**src/rtl/cselsub_serial_if.sv**
```systemverilog
// Handshake and operand/result bundle for cselsub_serial.
// The ovf signal exists only when CSELSUB_OVF_EN is defined.
interface cselsub_serial_if #(
  parameter int unsigned SIZE = 16
);
  logic            in_valid;
  logic            in_ready;
  logic [SIZE-1:0] a;
  logic [SIZE-1:0] b;
  logic            bin;
  logic            out_valid;
  logic            out_ready;
  logic [SIZE-1:0] diff;
  logic            bout;
  logic            busy;
`ifdef CSELSUB_OVF_EN
  logic            ovf;

  modport master (
    output in_valid, a, b, bin, out_ready,
    input  in_ready, out_valid, diff, bout, busy, ovf
  );

  modport slave (
    input  in_valid, a, b, bin, out_ready,
    output in_ready, out_valid, diff, bout, busy, ovf
  );
`else
  modport master (
    output in_valid, a, b, bin, out_ready,
    input  in_ready, out_valid, diff, bout, busy
  );

  modport slave (
    input  in_valid, a, b, bin, out_ready,
    output in_ready, out_valid, diff, bout, busy
  );
`endif
endinterface

```
**src/rtl/cselsub_serial.sv**
```systemverilog
// Multi-cycle borrow-select subtractor: diff = a - b - bin, GPC 4-bit groups per clock.
// Optional signed-overflow output enabled by defining CSELSUB_OVF_EN.
module cselsub_serial #(
  parameter int unsigned SIZE = 16,
  parameter int unsigned GPC  = 1
) (
  input  logic            clk,
  input  logic            rst_n,
  cselsub_serial_if.slave io
);

  localparam int unsigned G  = SIZE / (4 * GPC);
  localparam int unsigned CW = (G > 1) ? $clog2(G) : 1;

  localparam logic [1:0] S_IDLE = 2'd0;
  localparam logic [1:0] S_RUN  = 2'd1;
  localparam logic [1:0] S_DONE = 2'd2;

  if ((SIZE < 4) || ((SIZE % 4) != 0) || (GPC == 0) || (((SIZE / 4) % GPC) != 0)) begin : g_bad_cfg
    $error("cselsub_serial: SIZE must be a multiple of 4 and GPC must divide SIZE/4");
  end

  logic [1:0]      state_q, state_d;
  logic [CW-1:0]   cnt_q, cnt_d;
  logic [SIZE-1:0] a_q, a_d;
  logic [SIZE-1:0] b_q, b_d;
  logic [SIZE-1:0] diff_q, diff_d;
  logic            brw_q, brw_d;
  logic            bout_q, bout_d;
`ifdef CSELSUB_OVF_EN
  logic            ovf_q, ovf_d;
`endif

  logic            last_c;
  logic            brw_c;
  logic [4:0]      d0_c, d1_c;
  int unsigned     base_c;

  // Next-state, group select and borrow chain.
  always_comb begin
    state_d = state_q;
    cnt_d   = cnt_q;
    a_d     = a_q;
    b_d     = b_q;
    diff_d  = diff_q;
    brw_d   = brw_q;
    bout_d  = bout_q;
`ifdef CSELSUB_OVF_EN
    ovf_d   = ovf_q;
`endif
    last_c  = (cnt_q == CW'(G - 1));
    brw_c   = brw_q;
    d0_c    = '0;
    d1_c    = '0;
    base_c  = 0;

    case (state_q)
      S_IDLE: begin
        if (io.in_valid) begin
          a_d     = io.a;
          b_d     = io.b;
          brw_d   = io.bin;
          cnt_d   = '0;
          state_d = S_RUN;
        end
      end
      S_RUN: begin
        // Both candidates per group; incoming borrow picks one and chains on.
        for (int unsigned j = 0; j < GPC; j++) begin
          base_c = ((32'(cnt_q) * GPC) + j) * 4;
          d0_c   = {1'b0, a_q[base_c +: 4]} - {1'b0, b_q[base_c +: 4]};
          d1_c   = {1'b0, a_q[base_c +: 4]} - {1'b0, b_q[base_c +: 4]} - 5'd1;
          diff_d[base_c +: 4] = brw_c ? d1_c[3:0] : d0_c[3:0];
          brw_c  = brw_c ? d1_c[4] : d0_c[4];
        end
        brw_d = brw_c;
        if (last_c) begin
          bout_d  = brw_c;
`ifdef CSELSUB_OVF_EN
          ovf_d   = (a_q[SIZE-1] != b_q[SIZE-1]) & (diff_d[SIZE-1] != a_q[SIZE-1]);
`endif
          cnt_d   = '0;
          state_d = S_DONE;
        end else begin
          cnt_d = cnt_q + CW'(1);
        end
      end
      S_DONE: begin
        if (io.out_ready) begin
          state_d = S_IDLE;
        end
      end
      default: state_d = S_IDLE;
    endcase
  end

  always_ff @(posedge clk or negedge rst_n) begin
    if (!rst_n) begin
      state_q <= S_IDLE;
      cnt_q   <= '0;
      a_q     <= '0;
      b_q     <= '0;
      diff_q  <= '0;
      brw_q   <= 1'b0;
      bout_q  <= 1'b0;
`ifdef CSELSUB_OVF_EN
      ovf_q   <= 1'b0;
`endif
    end else begin
      state_q <= state_d;
      cnt_q   <= cnt_d;
      a_q     <= a_d;
      b_q     <= b_d;
      diff_q  <= diff_d;
      brw_q   <= brw_d;
      bout_q  <= bout_d;
`ifdef CSELSUB_OVF_EN
      ovf_q   <= ovf_d;
`endif
    end
  end

  // Handshake flags are pure state decodes; results come straight from flops.
  assign io.in_ready  = (state_q == S_IDLE);
  assign io.out_valid = (state_q == S_DONE);
  assign io.busy      = (state_q == S_RUN) || (state_q == S_DONE);
  assign io.diff      = diff_q;
  assign io.bout      = bout_q;
`ifdef CSELSUB_OVF_EN
  assign io.ovf       = ovf_q;
`endif

endmodule

```
**src/flat_wrapper.sv**
```systemverilog
// flat-port wrapper written by rule: the top's interface ports become plain ports
module cselsub_serial_flat 
#(
  parameter int unsigned SIZE = 16,
  parameter int unsigned GPC  = 1
)
  (clk, rst_n, io_in_valid, io_a, io_b, io_bin, io_out_ready, io_in_ready, io_out_valid, io_diff, io_bout, io_busy);
  cselsub_serial_if #(.SIZE(SIZE)) io_i ();
  input  logic clk;
  input  logic rst_n;
  input wire logic [$bits(io_i.in_valid)-1:0] io_in_valid;
  input wire logic [$bits(io_i.a)-1:0] io_a;
  input wire logic [$bits(io_i.b)-1:0] io_b;
  input wire logic [$bits(io_i.bin)-1:0] io_bin;
  input wire logic [$bits(io_i.out_ready)-1:0] io_out_ready;
  output wire logic [$bits(io_i.in_ready)-1:0] io_in_ready;
  output wire logic [$bits(io_i.out_valid)-1:0] io_out_valid;
  output wire logic [$bits(io_i.diff)-1:0] io_diff;
  output wire logic [$bits(io_i.bout)-1:0] io_bout;
  output wire logic [$bits(io_i.busy)-1:0] io_busy;
  assign io_i.in_valid = io_in_valid;
  assign io_i.a = io_a;
  assign io_i.b = io_b;
  assign io_i.bin = io_bin;
  assign io_i.out_ready = io_out_ready;
  assign io_in_ready = io_i.in_ready;
  assign io_out_valid = io_i.out_valid;
  assign io_diff = io_i.diff;
  assign io_bout = io_i.bout;
  assign io_busy = io_i.busy;
  cselsub_serial #(.SIZE(SIZE), .GPC(GPC)) u_core (.clk(clk), .rst_n(rst_n), .io(io_i));
endmodule
```
**config.mk**
```make
export PLATFORM = sky130hd
export DESIGN_NAME = cselsub_serial_flat
export DESIGN_NICKNAME = d
export VERILOG_FILES = /design/src/rtl/cselsub_serial_if.sv /design/src/rtl/cselsub_serial.sv /design/src/flat_wrapper.sv
export SDC_FILE = /design/constraint.sdc
export NUM_CORES = 1
export LEC_CHECK = 0
export CAP_MARGIN = 5
export CORE_MARGIN = 3
export CORE_UTILIZATION = 30
export CTS_CLUSTER_SIZE = 12
export DETAILED_ROUTE_END_ITERATION = 8
export DONT_BUFFER_PORTS = 1
export PLACE_DENSITY = 0.49
export SLEW_MARGIN = 20
export SYNTH_ARGS = -nofsm -noshare
export SYNTH_HDL_FRONTEND = slang
export SYNTH_SLANG_ARGS = --single-unit
```
**constraint.sdc**
```tcl
create_clock -name clk -period 4.2 [get_ports clk]
set_clock_uncertainty 0.15 [all_clocks]
set_input_delay 1.26 -clock clk [delete_from_list [all_inputs] [get_ports clk]]
set_output_delay 1.26 -clock clk [all_outputs]
set_load 0.02 [all_outputs]
```
### Word-level counts from Yosys, hierarchy flattened

Cells that the tools add are included.

| storage, ports and cells | value |
|---|---|
| flip-flop bits (word level) | 54 |

| cells by class | value |
|---|---|
| $add $sub $neg | 4 |
| equal/unequal tests | 6 |
| shift-type cells | 4 |
| muxes and demuxes | 12 |
| reductions and logical operators | 7 |

Operators with widths:

| kind | number |
|---|---|
| 4-bit negator with 34-bit output | 1 |
| 4-bit by 34-bit variable shift with 16-bit output (first input constant) | 1 |
| 4-bit by 34-bit indexed part select with 16-bit output | 1 |
| 16-bit by 5-bit indexed part select with 4-bit output | 2 |
| 16-bit bitwise mux | 1 |
| 2-bit 2-to-1 mux | 5 |
| 2-bit one-hot mux with 3 select lines | 1 |
| 2-bit AND reduction | 3 |
| 4-bit by 4-bit subtractor with 5-bit output | 1 |
| 5-bit by 1-bit subtractor with 5-bit output (second input constant) | 1 |
| 2-bit == test (second input constant) | 2 |
| 4-bit 2-to-1 mux | 1 |
| 2-bit inequality test (second input constant) | 2 |
| 2-bit one-hot mux with 2 select lines | 1 |
| 3-bit AND reduction | 1 |
| 2-bit by 1-bit adder with 2-bit output (second input constant) | 1 |
| 2-bit by 1-bit == test with 1-bit output (second input constant) | 1 |
| 2-bit logical NOT | 1 |
| 1-bit 2-to-1 mux | 2 |
| 2-bit by 1-bit inequality test with 1-bit output (second input constant) | 1 |
| 1-bit one-hot mux with 2 select lines | 1 |
| 2-bit nonzero test | 1 |
| 1-bit logical OR | 1 |

### Depth between registers and ports, before layout

Gate-level depths: netlist (run 1).

| logic depth | value |
|---|---|
| depth in word-level cells | 6 |
| mapped depth | 11 |

### Worst setup path after synthesis (run 1)

Ideal clock, no wire load.

| timing | value |
|---|---|
| kind | register to register |
| start point | reg u_core.cnt_q[0] |
| end point | reg u_core.bout_q, in the netlist u_core.io.bout |
| library setup time | 0.141 ns |
| arrival time | 3.163 ns |
| data required time | 3.909 ns |
| path slack | 0.746 ns |
| stages on the path, launching flop included | 12 |
| buffers on the path | 2 |
| period minus slack after synthesis | 3.454 ns |
| cells stage by stage | dfrtp_1 > clkbuf_1 > buf_2 > mux4_2 > ha_1 > fa_1 > ha_1 > nand2_1 > or3b_1 > mux2i_1 > xnor2_1 > a31oi_1 |

| between the ends | value |
|---|---|
| longest elaborated chain between the ends | 4 |
| elaborated cells on any way between the ends | 7 |

RTL lines:

| item | RTL line | source |
|---|---|---|
| start: declaration | cselsub_serial.sv:24 | `logic [CW-1:0] cnt_q, cnt_d;` |
| start signal: assignment | cselsub_serial.sv:111 | `cnt_q <= cnt_d;` |
| 16-bit by 5-bit indexed part select with 4-bit output | cselsub_serial.sv:71, cselsub_serial.sv:72 |  |
| 4-bit by 4-bit subtractor with 5-bit output | cselsub_serial.sv:71, cselsub_serial.sv:72 |  |
| 5-bit by 1-bit subtractor with 5-bit output | cselsub_serial.sv:72 | `d1_c = {1'b0, a_q[base_c +: 4]} - {1'b0, b_q[base_c +: 4]} - 5'd1;` |
| 1-bit 2-to-1 mux | cselsub_serial.sv:74 | `brw_c = brw_c ? d1_c[4] : d0_c[4];` |
| end signal: assignment | cselsub_serial.sv:116 | `bout_q <= bout_d;` |
| end: declaration | cselsub_serial.sv:29 | `logic bout_q, bout_d;` |

Parallel ways exist; a longest one is shown, timed or not.
A chain may end at the register's enable or synchronous reset.

### Worst setup path after layout (run 1)

Ends and elaborated chain as after synthesis.

==> flow_results.org, run 1 <==
** Placement
- Last weighted congestion value of the routability-driven placer :: about 0.72
- Placed cell count :: 293
- During placement, the flow inserted port buffers numbering 0.
- Detailed Place HPWL :: approximately 3800 um

** Synth
- Summed over its instances, the top area cell type makes up 51.7% of the synthesized netlist area.
- After synthesis the netlist holds a flip-flop and latch count of 54.
- After synthesis, the share of cell area in mux cells is 21.9%.
- The Yosys step of the flow raised 0 warnings.
- Post-synthesis cell count :: 194
- Share of synthesized cell area in and, or, nand and nor gates :: 4.84%
- The synthesized netlist occupies a cell area of 2610 sq um.
- Counting distinct cell types in the post-synthesis netlist gives 31.
- Cell type contributing the most total cell area after synthesis :: dfrtp_1
- Area contributors post-synth :: dfrtp_1 (52%), mux2_2 (14%), mux4_2 (6.9%)
- Post-synthesis net count :: 246
- Dominant cell by count in the synthesized netlist :: dfrtp_1
- The most used flip-flop cell after synthesis is dfrtp_1.
- Post-Syn Area per Cell :: 13.5 sq um
- Combinational family with the most area after synthesis :: multiplexers
- The synthesized design contains 0 enable-type register cells.
- Xor/xnor cell area share of the yosys netlist :: 2.30%
- Summing the areas of all compound-gate instances in the mapped netlist gives 8.72% of the synthesized area.
- Of the total synthesized cell area, the portion taken by full adders, half adders and majority gates is 7.47%.
- Async set-or-reset flop fraction in the synthesized netlist :: 100%
- After synthesis, flip-flops and latches occupy 51.7% of the total area.
- Most numerous cell types in the synthesized netlist :: dfrtp_1 (54), mux2_2 (33), a22o_1 (16), ha_1 (14), inv_1 (13)

** STA
- Number of endpoints failing setup at the final stage :: 0
- The count of pins over their slew limit was 0.
- Derived from the worst setup path, the maximum achievable clock frequency is about 310 MHz.
- For the pin with the worst max-slew slack, the measured transition is 0.510 ns.
- Share of the clock period used by the worst path :: 76.4%
- Min Clock Period, post-route :: between 3 and 4 ns
- Number of hold violations in the final report :: 0
- Setup repair after global routing left no endpoint under its margin.
- Summed over all failing endpoints, the final setup total negative slack is 0 ns.
- Remaining max-slew budget at the tightest pin :: between 60 and 70%

** Floorplan
- Site row count :: 33
- The die is 99.3 um tall.
- Initial core utilization :: 31.3%
- Area enclosed by the die boundary :: 9860 sq um
- In this run the standard cell core region covers 8340 sq um.
- In this run the horizontal extent of the chip is 99.3 um.
- Total I/O pin count :: 57

** Critical path
- Endpoint required time on the critical path :: 4.22 ns
- Reg2Reg Depth :: 9
- For the worst setup path, the data arrival time is 3.23 ns.
- Crit Reg-Reg Endpoint :: u_core.io.bout
- In this design, the stage delay of the slowest critical-path cell is 0.59 ns.
- Cells along the critical path :: mux4_2 > ha_1 > fa_1 > ha_1 > nand2_1 > or3b_1 > mux2i_1 > xnor2_1 > a31oi_1
- Worst Path Class, Setup :: reg -> reg
- The worst setup path is launched from a flip-flop.
- First element of the critical path :: u_core.cnt_q[0]
- Across all register-to-register paths, the minimum setup slack is 0.99 ns.
- Largest fanout on the critical path :: 7
- Cell mode on critical path :: ha_1
- Among all stages on the critical path, the largest delay is contributed by dfrtp_1.
- Kind of end point of the critical path :: flip-flop
- Reg2reg start :: u_core.cnt_q[0]

** Final layout
- Counting the fill cells in the layout gives 840.
- Synthesis-to-layout area growth :: 8.43%
- Share of layout cells above drive strength 1 :: 27.0%
- Measured on the finished design, the core utilization comes to 34.0%.
- 0 antenna diodes ended up in the layout.
- After the flow finishes, the layout carries non-filler instances totaling 301.
- The net count of the finished layout is 247.

** CTS
- TritonCTS built the clock tree.
- Maximum buffer depth of the clock tree :: 2
- Clock-pin slew was measured on the worst setup and hold paths at roughly 0.1 ns.
- Hold bufs inserted after CTS :: 0
- In this run, post-CTS repair resized a total of 0 instances.
- Clock latency on the worst-skew pair, taken at its later pin, is 0.30 ns.
- The tree is rooted in a clkbuf_8.
- Cts bufs inserted :: 5
- CTS H-Tree Depth :: 2
- Count of buffers added by post-CTS timing repair for setup :: 0
- The tree built by TritonCTS fans out to 54 sinks.

** Detailed routing
- Number of DRC markers in iteration 0 :: 37
- The first TritonRoute pass finished after 3 iterations.
- Number of remaining DRC errors :: 0
- The routed design has roughly 5200 um of wire.
- Antenna-violating nets left :: 0
- Routed length per placed instance :: approximately 17 um
- Via density per instance :: between 4 and 5
- Across all layers, the routed design uses 1479 vias.

** Global route
- Gr usage total :: 11.1%
- Total congestion overflow :: 0
- Vias in the first global route :: between 1500 and 2000
- Antenna violations before repair :: 0
- Largest net degree at the start of global routing :: 55
- The first global-routing pass estimated 8530 um of wire.

** Outcome
- The flow ran to the end, and the final reports show no timing, DRC or antenna violations.

** Worst hold path
- Endpoint with the worst hold slack :: u_core.b_q[1]
- Worst hold stages :: 1
- Worst hold start :: u_core.b_q[1]
- Worst Hold Class :: reg -> reg

** Run
- MaxCap Viol Count :: 0
## logic make-up (layout without fill, tap and decap cells)
family | Yosys count | count (layout)
AOI/OAI and AO/OA | 30 | 30
xor gates and xnor gates | 6 | 6
adders and majority gates | 15 | 15
buffers and inverters | 21 | 23
DFF | 54 | 54
muxes | 43 | 43
and+or+nand+nor | 25 | 25
## state kept, by name, indices dropped and copies added (netlist names)
| signal | flops |
|---|---|
| u_core.io.diff | 16 |
| u_core.a_q | 16 |
| u_core.io.bout | 1 |
| u_core.b_q | 16 |
| u_core.state_q | 2 |
| u_core.cnt_q | 2 |
| u_core.brw_q | 1 |
## per-layer routing
layer / vias to the layer above / global-route usage (%) / routed length, um
met1: 734 / 14.1 / 2380
li1: 706 / - / -
met3: 2 / 4.28 / 358
met5: - / 0 / 0
met2: 37 / 17.7 / 2450
met4: 0 / 2.84 / 32
## cell type report
class,count,area (sq um),share of cell area [%]
sequential,54,1350,47.7
multi-input combinational,119,1180,41.7
tap,105,131,4.64
clock buffer,7,96.3,3.40
inverter,13,48.8,1.72
timing repair buffer,2,15.0,0.530
clock inverter,1,8.76,0.309
## worst max-delay path by stage
stage / cells past startpoint / slack (ns) / end
after floorplan: 11 / 0.75 / u_core.io.bout
after global placement: 9 / 1.02 / u_core.io.bout
after detailed placement: 9 / 0.95 / u_core.io.bout
after CTS: 9 / 0.94 / u_core.io.bout
after global routing: 9 / 0.76 / u_core.io.bout
final: 9 / 0.99 / u_core.io.bout
## worst max-delay path: cells and delay by family, from the launching register on
family          cells  cell delay [ns]
compound gates      1             0.11
fa+ha+maj           3             0.92
simple gates        2             0.43
flops               1             0.59
xor+xnor            1             0.16
mux                 2             0.72
## cells in the final DEF, fill, tap and decap left out
cell      Yosys  routed
a21boi_0      1       1
a21o_2        1       1
a21oi_1       6       6
a22o_1       16      16
a31oi_1       1       1
a32o_1        2       2
and4_1        1       1
and4b_1       1       1
buf_4         0       2
clkbuf_8      0       7
clkinv_4      0       1
dfrtp_1      54      54
fa_1          1       1
ha_1         14      14
inv_1        13      13
mux2_2       33      33
mux2i_1       2       2
mux4_2        8       8
nand2_1      10      10
nand2b_1      2       2
nand3_1       1       1
nand4_1       2       2
nor2_1        5       5
nor3_1        1       1
nor3b_1       1       1
o21ai_0       2       2
o21ai_1       1       1
or3b_1        1       1
xnor2_1       3       3
xor2_1        2       2
xor2_2        1       1
## through the flow
step	hold slack (ns)	area (sq um)	worst slack [ns]
2_1_floorplan	0.324	2610	0.746
3_3_place_gp	0.334	2730	1.02
3_5_place_dp	0.343	2730	0.951
4_1_cts	0.367	2830	0.942
5_1_grt	0.384	2830	0.763
6_report	0.359	2830	0.992
Power of run 1 is not shown: default switching activity piles up to over one toggle a cycle in this logic, so the estimate is an artifact.
==> inputs of run 2 (changes only) <==
Settings changed: PLACE_DENSITY 0.49 to 0.5.
Clock period 4.2 ns to 2.75 ns, I/O delays scaled along.
==> run 2 against run 1 <==
The flow now finishes with violations (negative setup slack). Register-to-register slack got worse by 1.2 ns. Non-clock buffer count rose by 15. Count of clock-buffer cells in the layout fell by 1. Global-route usage rose by 0.61 points. Critical path depth did not move. Design area rose by 6.5%. Flip-flop and latch count did not move. Core utilization rose by 2.2 points. Final cell count rose by 4.7%. Worst setup slack got worse by 1.2 ns. Maximum frequency rose by 9.3%. Sequential share of layout area fell by 2.9 points.
==> flow_results.org, run 2 (synthesized netlist as in run 1, its figures left out) <==
** Outcome
- The flow ran to the end, but the final reports show violations.
- Failing checks :: negative setup slack

** Critical path
- For this run, the slowest stage of the critical path takes 0.56 ns.
- In this design, the critical path's most frequently occurring cell is ha_4.
- In this run the critical register-to-register path is captured at u_core.io.bout.
- Largest fanout on the critical path :: 4
- Critical path's slowest cell :: fa_2
- The worst setup path is of the reg -> reg kind.
- STA classifies the critical path startpoint as a flip-flop.
- Crit path buf inv count :: 0
- Reg2reg start :: u_core.cnt_q[0]
- STA classifies the critical path endpoint as a flip-flop.
- Category of cells accounting for the largest share of critical-path delay :: adder cells
- The worst register-to-register path has a depth of 9.
- The signal on the critical path passes through mux4_2 > ha_4 > fa_2 > ha_4 > nand2_2 > or3b_1 > mux2i_1 > xnor2_1 > a31oi_1.
- Arrival time reported for the critical path endpoint :: ~3 ns
- In this run the register-to-register setup slack is -0.18 ns.
- Endpoint required time on the critical path :: 2.79 ns

** Final layout
- Share of layout cells above drive strength 1 :: 36.7%
- Synthesis-to-layout area growth :: 15.5%
- The repair_antennas step left the layout with diodes totalling 0.
- Commonest non-fill, non-tap cell in the layout :: dfrtp_1
- The final layout contains 262 nets.
- Commonest cells after routing, fill and taps aside :: dfrtp_1 (53), mux2_2 (33), a22o_1 (16)
- Count of filler cells inserted in the layout :: just over 800

** Floorplan
- Site row count :: 33
- Area enclosed by the die boundary :: 9860 sq um
- The core region is 8340 sq um.
- X dimension of the die :: 99.3 um
- Total I/O pin count :: 57
- Initial core utilization :: between 30% and 40%
- Die outline height :: 99.3 um

** CTS
- The tree built by TritonCTS fans out to 54 sinks.
- In this run, post-CTS hold repair placed 0 buffers.
- The root buffer cell chosen for the clock tree is clkbuf_8.
- The longest clock path from root to sink contains 2 buffers.
- Clock slew seen by the registers of the worst setup and hold paths :: 0.10 ns
- Clock latency on the worst-skew pair, taken at its later pin, is 0.30 ns.
- Clock tree from TritonCTS :: built
- The clock tree synthesis step divided the H-tree into 2 levels.
- Buffers inserted during clock tree synthesis total 5.

** Global route
- After global routing the overflow that remains totals 0.
- The via count of the first global-routing pass came to 1696.
- The number of antenna violations at the first check in global routing came to 0.
- The first global-routing pass estimated 8960 um of wire.
- Largest net degree at the start of global routing :: 55
- Gr usage total :: 11.7%

** STA
- Setup slack on the critical path of the routed design comes to -0.185 ns.
- Post-route setup TNS :: -0.448 ns
- Derived from the worst setup path, the maximum achievable clock frequency is about 340 MHz.
- Share of the clock period used by the worst path :: 107%
- Setup repair after global routing could not meet its margin everywhere.
- Counting I/O delays and the setup requirement, the final critical path takes 2.93 ns.
- At the pin with the least slew margin, the transition time is roughly 0.48 ns.
- The final hold violation count was 0.
- The count of pins over their slew limit came to 0.
- Remaining max-slew budget at the tightest pin :: 68.1%
- Setup violations remaining at the end of the flow were counted as 6.

** Detailed routing
- Number of DRC markers in iteration 0 :: 35
- Via density per instance :: a little under 5
- Number of remaining DRC errors :: 0
- Routed length per placed instance :: ~17 um
- Drt total wl :: 5430 um
- The final route contains 1559 vias.
- In this run the remaining antenna-violating nets after routing total 0.
- Detailed Routing Iterations Pass 1 :: 4

** Run
- MaxCap Viol Count :: 0

** Worst hold path
- Worst Hold Class :: in -> async

** Placement
- Quantity of I/O buffers inserted on ports :: 0
- Detailed placement finished with a half-perimeter wire length of 3930 um.
- The congestion estimate from routability-driven global placement came to 0.763.
[run 2: changes by cell type in the layout (fill, tap and decap cells not counted), sizes merged]
cell      change
buf          +15
clkbuf        -1
clkinv        -1
clkinvlp      +1
[run 2: per-stage QoR]
| step | setup WS [ns] | utilization, % | cells | area (sq um) | hold slack, ns |
|---|---|---|---|---|---|
| floorplan | -0.403 | - | 194 | 2630 | 0.324 |
| global placement | -0.204 | 33.8 | 304 | 2820 | 0.336 |
| detailed placement | -0.238 | 33.8 | 304 | 2820 | 0.341 |
| CTS | -0.220 | 35.3 | 312 | 2950 | 0.0387 |
| global route | -0.313 | 36.2 | 315 | 3020 | 0.0271 |
| finish | -0.185 | 36.2 | 315 | 3020 | 0.0519 |
[run 2: repair_timing]
item | 4_1_cts | 5_1_grt
hold endpoints to repair | 0 | 0
buffers inserted | 1 | 3
pin swaps | 1 | 8
resized for setup | 5 | 11
endpoints found under the setup margin | 14 | 14
[run 2: metal layers]
metal / up-vias / routed length [um] / track usage [%] / share of wire, %
met2: 40 / 2580 / 18.4 / 47
met4: 0 / 57 / 3.47 / 1.0
met3: 4 / 402 / 4.77 / 7.4
li1: 731 / - / - / -
met5: - / 0 / 0 / 0
met1: 784 / 2390 / 14.7 / 44
[run 2: worst register-to-register path: cells and delay by family (launching register included)]
family	cells	cell delay, ns
AO/OA/AOI/OAI	1	0.11
XOR/XNOR	1	0.17
adder cells (fa/ha/maj)	3	0.88
flip-flops	1	0.41
multiplexers	2	0.70
AND/OR/NAND/NOR	2	0.40
[run 2: layout make-up]
| cell class | count | area [sq um] | area share [%] |
|---|---|---|---|
| sequential | 54 | 1350 | 44.8 |
| multi-input combinational | 119 | 1270 | 42.0 |
| timing repair buffer | 17 | 139 | 4.60 |
| tap | 105 | 131 | 4.35 |
| clock buffer | 6 | 72.6 | 2.40 |
| inverter | 13 | 48.8 | 1.62 |
| clock inverter | 1 | 7.51 | 0.249 |
[run 2: worst max path at each step]
| stage | cells past startpoint | from | to | slack (ns) |
|---|---|---|---|---|
| after floorplan | 11 | u_core.cnt_q[0] | u_core.io.bout | -0.40 |
| after global placement | 9 | u_core.cnt_q[0] | u_core.io.bout | -0.20 |
| after detailed placement | 11 | u_core.cnt_q[0] | u_core.io.bout | -0.24 |
| after CTS | 11 | u_core.cnt_q[0] | u_core.io.bout | -0.22 |
| after global routing | 9 | u_core.cnt_q[0] | u_core.io.bout | -0.31 |
| final | 9 | u_core.cnt_q[0] | u_core.io.bout | -0.18 |
Power of run 2 is left out for the same reason.
==> inputs of run 3 (changes only) <==
Settings changed: SKIP_CTS_REPAIR_TIMING set to 1, SLEW_MARGIN 20 to unset.
==> run 3 against run 2 <==
The run still ends with negative setup slack left. Register-to-register slack worse by 0.03 ns. Via count shrank 0.26%. Core utilization fell by 0.51 points. Global-route usage is 0.20 points lower. Final cell count fell by 1.3%. Worst setup slack got worse by 0.030 ns. Worst hold slack improved by 0.0028 ns. Highest routed layer unchanged.
==> flow_results.org, run 3 (synthesized netlist as in run 1, its figures left out) <==
** CTS
- Maximum buffer depth of the clock tree :: 2
- Number of clock sinks seen by CTS :: between 50 and 60
- The H-tree was split into 2 levels.
- Later-pin clock latency in the skew report :: 0.30 ns
- TritonCTS built the clock tree.
- CTS placed an instance of clkbuf_8 at the clock tree root.
- After clock tree synthesis, the clock-pin slew on the worst setup and hold paths is approximately 0.10 ns.
- Counting the buffers created by CTS gives 5.

** Final layout
- The sequential cells in the finished layout cover a total of approximately 1400 sq um.
- Final Instance Count excl. Fillers :: just over 300
- ANT cells :: 0
- Synthesis-to-layout area growth :: 13.9%
- Commonest non-fill, non-tap cell in the layout :: dfrtp_1
- Share of the core filled with cells :: 35.7%
- Share of layout cells above drive strength 1 :: 35.0%
- For this run, the post-layout net count is approximately 260.
- Total area of multi-input combinational cells :: 1250 sq um
- Counting the fill cells in the layout gives between 800 and 900.
- In the layout the commonest cells are dfrtp_1 (53), mux2_2 (33), a22o_1 (16).

** Critical path
- In this run the register-to-register setup slack is -0.21 ns.
- Kind of end point of the critical path :: flip-flop
- Traced cell by cell, the critical path runs through mux4_2 > ha_4 > fa_2 > ha_4 > nand2_2 > or3b_1 > mux2i_1 > xnor2_1 > a31oi_1.
- The worst setup path is of the reg -> reg kind.
- CP max stage delay :: 0.55 ns
- Endpoint required time on the critical path :: 2.79 ns
- Arrival time reported for the critical path endpoint :: 3.00 ns
- Critical path's slowest cell :: mux4_2
- First element of the critical path :: u_core.cnt_q[0]
- Measured in cells, the most critical reg-to-reg path has a length of 9.
- Startpoint kind of the worst setup timing path :: flip-flop
- The cell that appears most often on the critical path is ha_4.
- In this run the critical register-to-register path is launched from u_core.cnt_q[0].
- Largest fanout on the critical path :: 4

** Detailed routing
- Routed length per placed instance :: 17.3 um
- Number of remaining DRC errors :: 0
- Drt total wl :: 5390 um
- In this run, the number of DRC markers left after iteration 0 of detailed routing was 33.
- Vias :: 1555
- The count of nets left with antenna violations once routing finished came out at 0.
- In the routed layout, each cell is associated on average with a via count of about 5.0.
- Detailed Routing Iterations Pass 1 :: 4

** Floorplan
- Area enclosed by the die boundary :: 9860 sq um
- The initialized floorplan defines 33 standard-cell rows.
- X dimension of the die :: 99.3 um
- Measured along the y axis, the die boundary spans between 90 and 100 um.
- The floorplan step defined a core boundary enclosing approximately 8300 sq um.
- Initial core utilization :: 31.3%
- Total I/O pin count :: 57

** Placement
- Before CTS, the worst setup slack after placement is -0.238 ns.
- Detailed Place HPWL :: between 3000 and 4000 um
- Buffers placed on the I/O ports in this run total 0.
- Placed cell count :: 304
- The congestion estimate from routability-driven global placement came to 0.763.

** Global route
- Entering global routing, the biggest net connects 55 pins.
- Gr usage total :: 11.5%
- Vias in the first global route :: 1682
- Total congestion overflow :: 0
- Antenna violations before repair :: 0
- The first global-routing pass estimated 8820 um of wire.

** STA
- After layout, the worst path uses 108% of the clock period.
- Number of endpoints failing setup at the final stage :: 6
- Measured against its own limit, the worst slew margin works out to 66.5%.
- Number of hold violations in the final report :: 0
- Max Freq :: 337 MHz
- The count of pins over their slew limit came to 0.
- Slack of the critical path :: -0.215 ns
- Min Clock Period, post-route :: slightly below 3 ns
- Setup repair after global routing could not meet its margin everywhere.
- For the pin with the worst max-slew slack, the measured transition is 0.489 ns.

** Worst hold path
- The path class of the tightest hold or removal check is in -> async.

** Run
- The tool flagged a number of max-cap violations equal to 0.

** Outcome
- Failing checks :: negative setup slack
- The run finished, with violations left.
-- run 3: cell types whose count changed in the layout (fill, tap and decap cells not counted), sizes merged --
| cell | previous run | this run |
|---|---|---|
| buf | 17 | 13 |
-- run 3: per-layer routing --
metal  wire [um]  track usage (%)  vias to the layer above
li1            -                -                      727
met1        2360             14.5                      783
met2        2570             18.0                       40
met3         406             4.77                        5
met4          57             3.47                        0
met5           0                0                        -
-- run 3: path summary, 6_finish.rpt --
| check | end |
|---|---|
| max | u_core.io.bout |
| min | u_core.a_q[2] |
| max reg2reg | u_core.io.bout |
| min reg2reg | u_core.b_q[10] |
| max in group asynchronous | u_core.cnt_q[0] |
| min in group clk | u_core.b_q[10] |
-- run 3: critical path: cells and delay by family, from the launching register on --
kind | cells | cell delay, ns
adder cells (fa/ha/maj) | 3 | 0.87
AO/OA/AOI/OAI | 1 | 0.11
multiplexers | 2 | 0.71
AND/OR/NAND/NOR | 2 | 0.41
XOR/XNOR | 1 | 0.17
flip-flops | 1 | 0.42
-- run 3: cell type report --
cell class | instances | area share, %
sequential | 54 | 45.5
multi-input combinational | 119 | 42.1
tap | 105 | 4.42
timing repair buffer | 13 | 3.66
clock buffer | 6 | 2.44
inverter | 13 | 1.64
clock inverter | 1 | 0.252
-- run 3: per-stage QoR --
step                      hold WS (ns)  TNS (ns)  area, sq um
after floorplan                  0.324    -0.859         2630
after global placement           0.336     -1.89         2820
after detailed placement         0.341     -2.50         2820
after CTS                       0.0387     -2.60         2900
after global routing            0.0271     -1.63         2980
final                           0.0546    -0.474         2980
Power of run 3 is left out for the same reason.
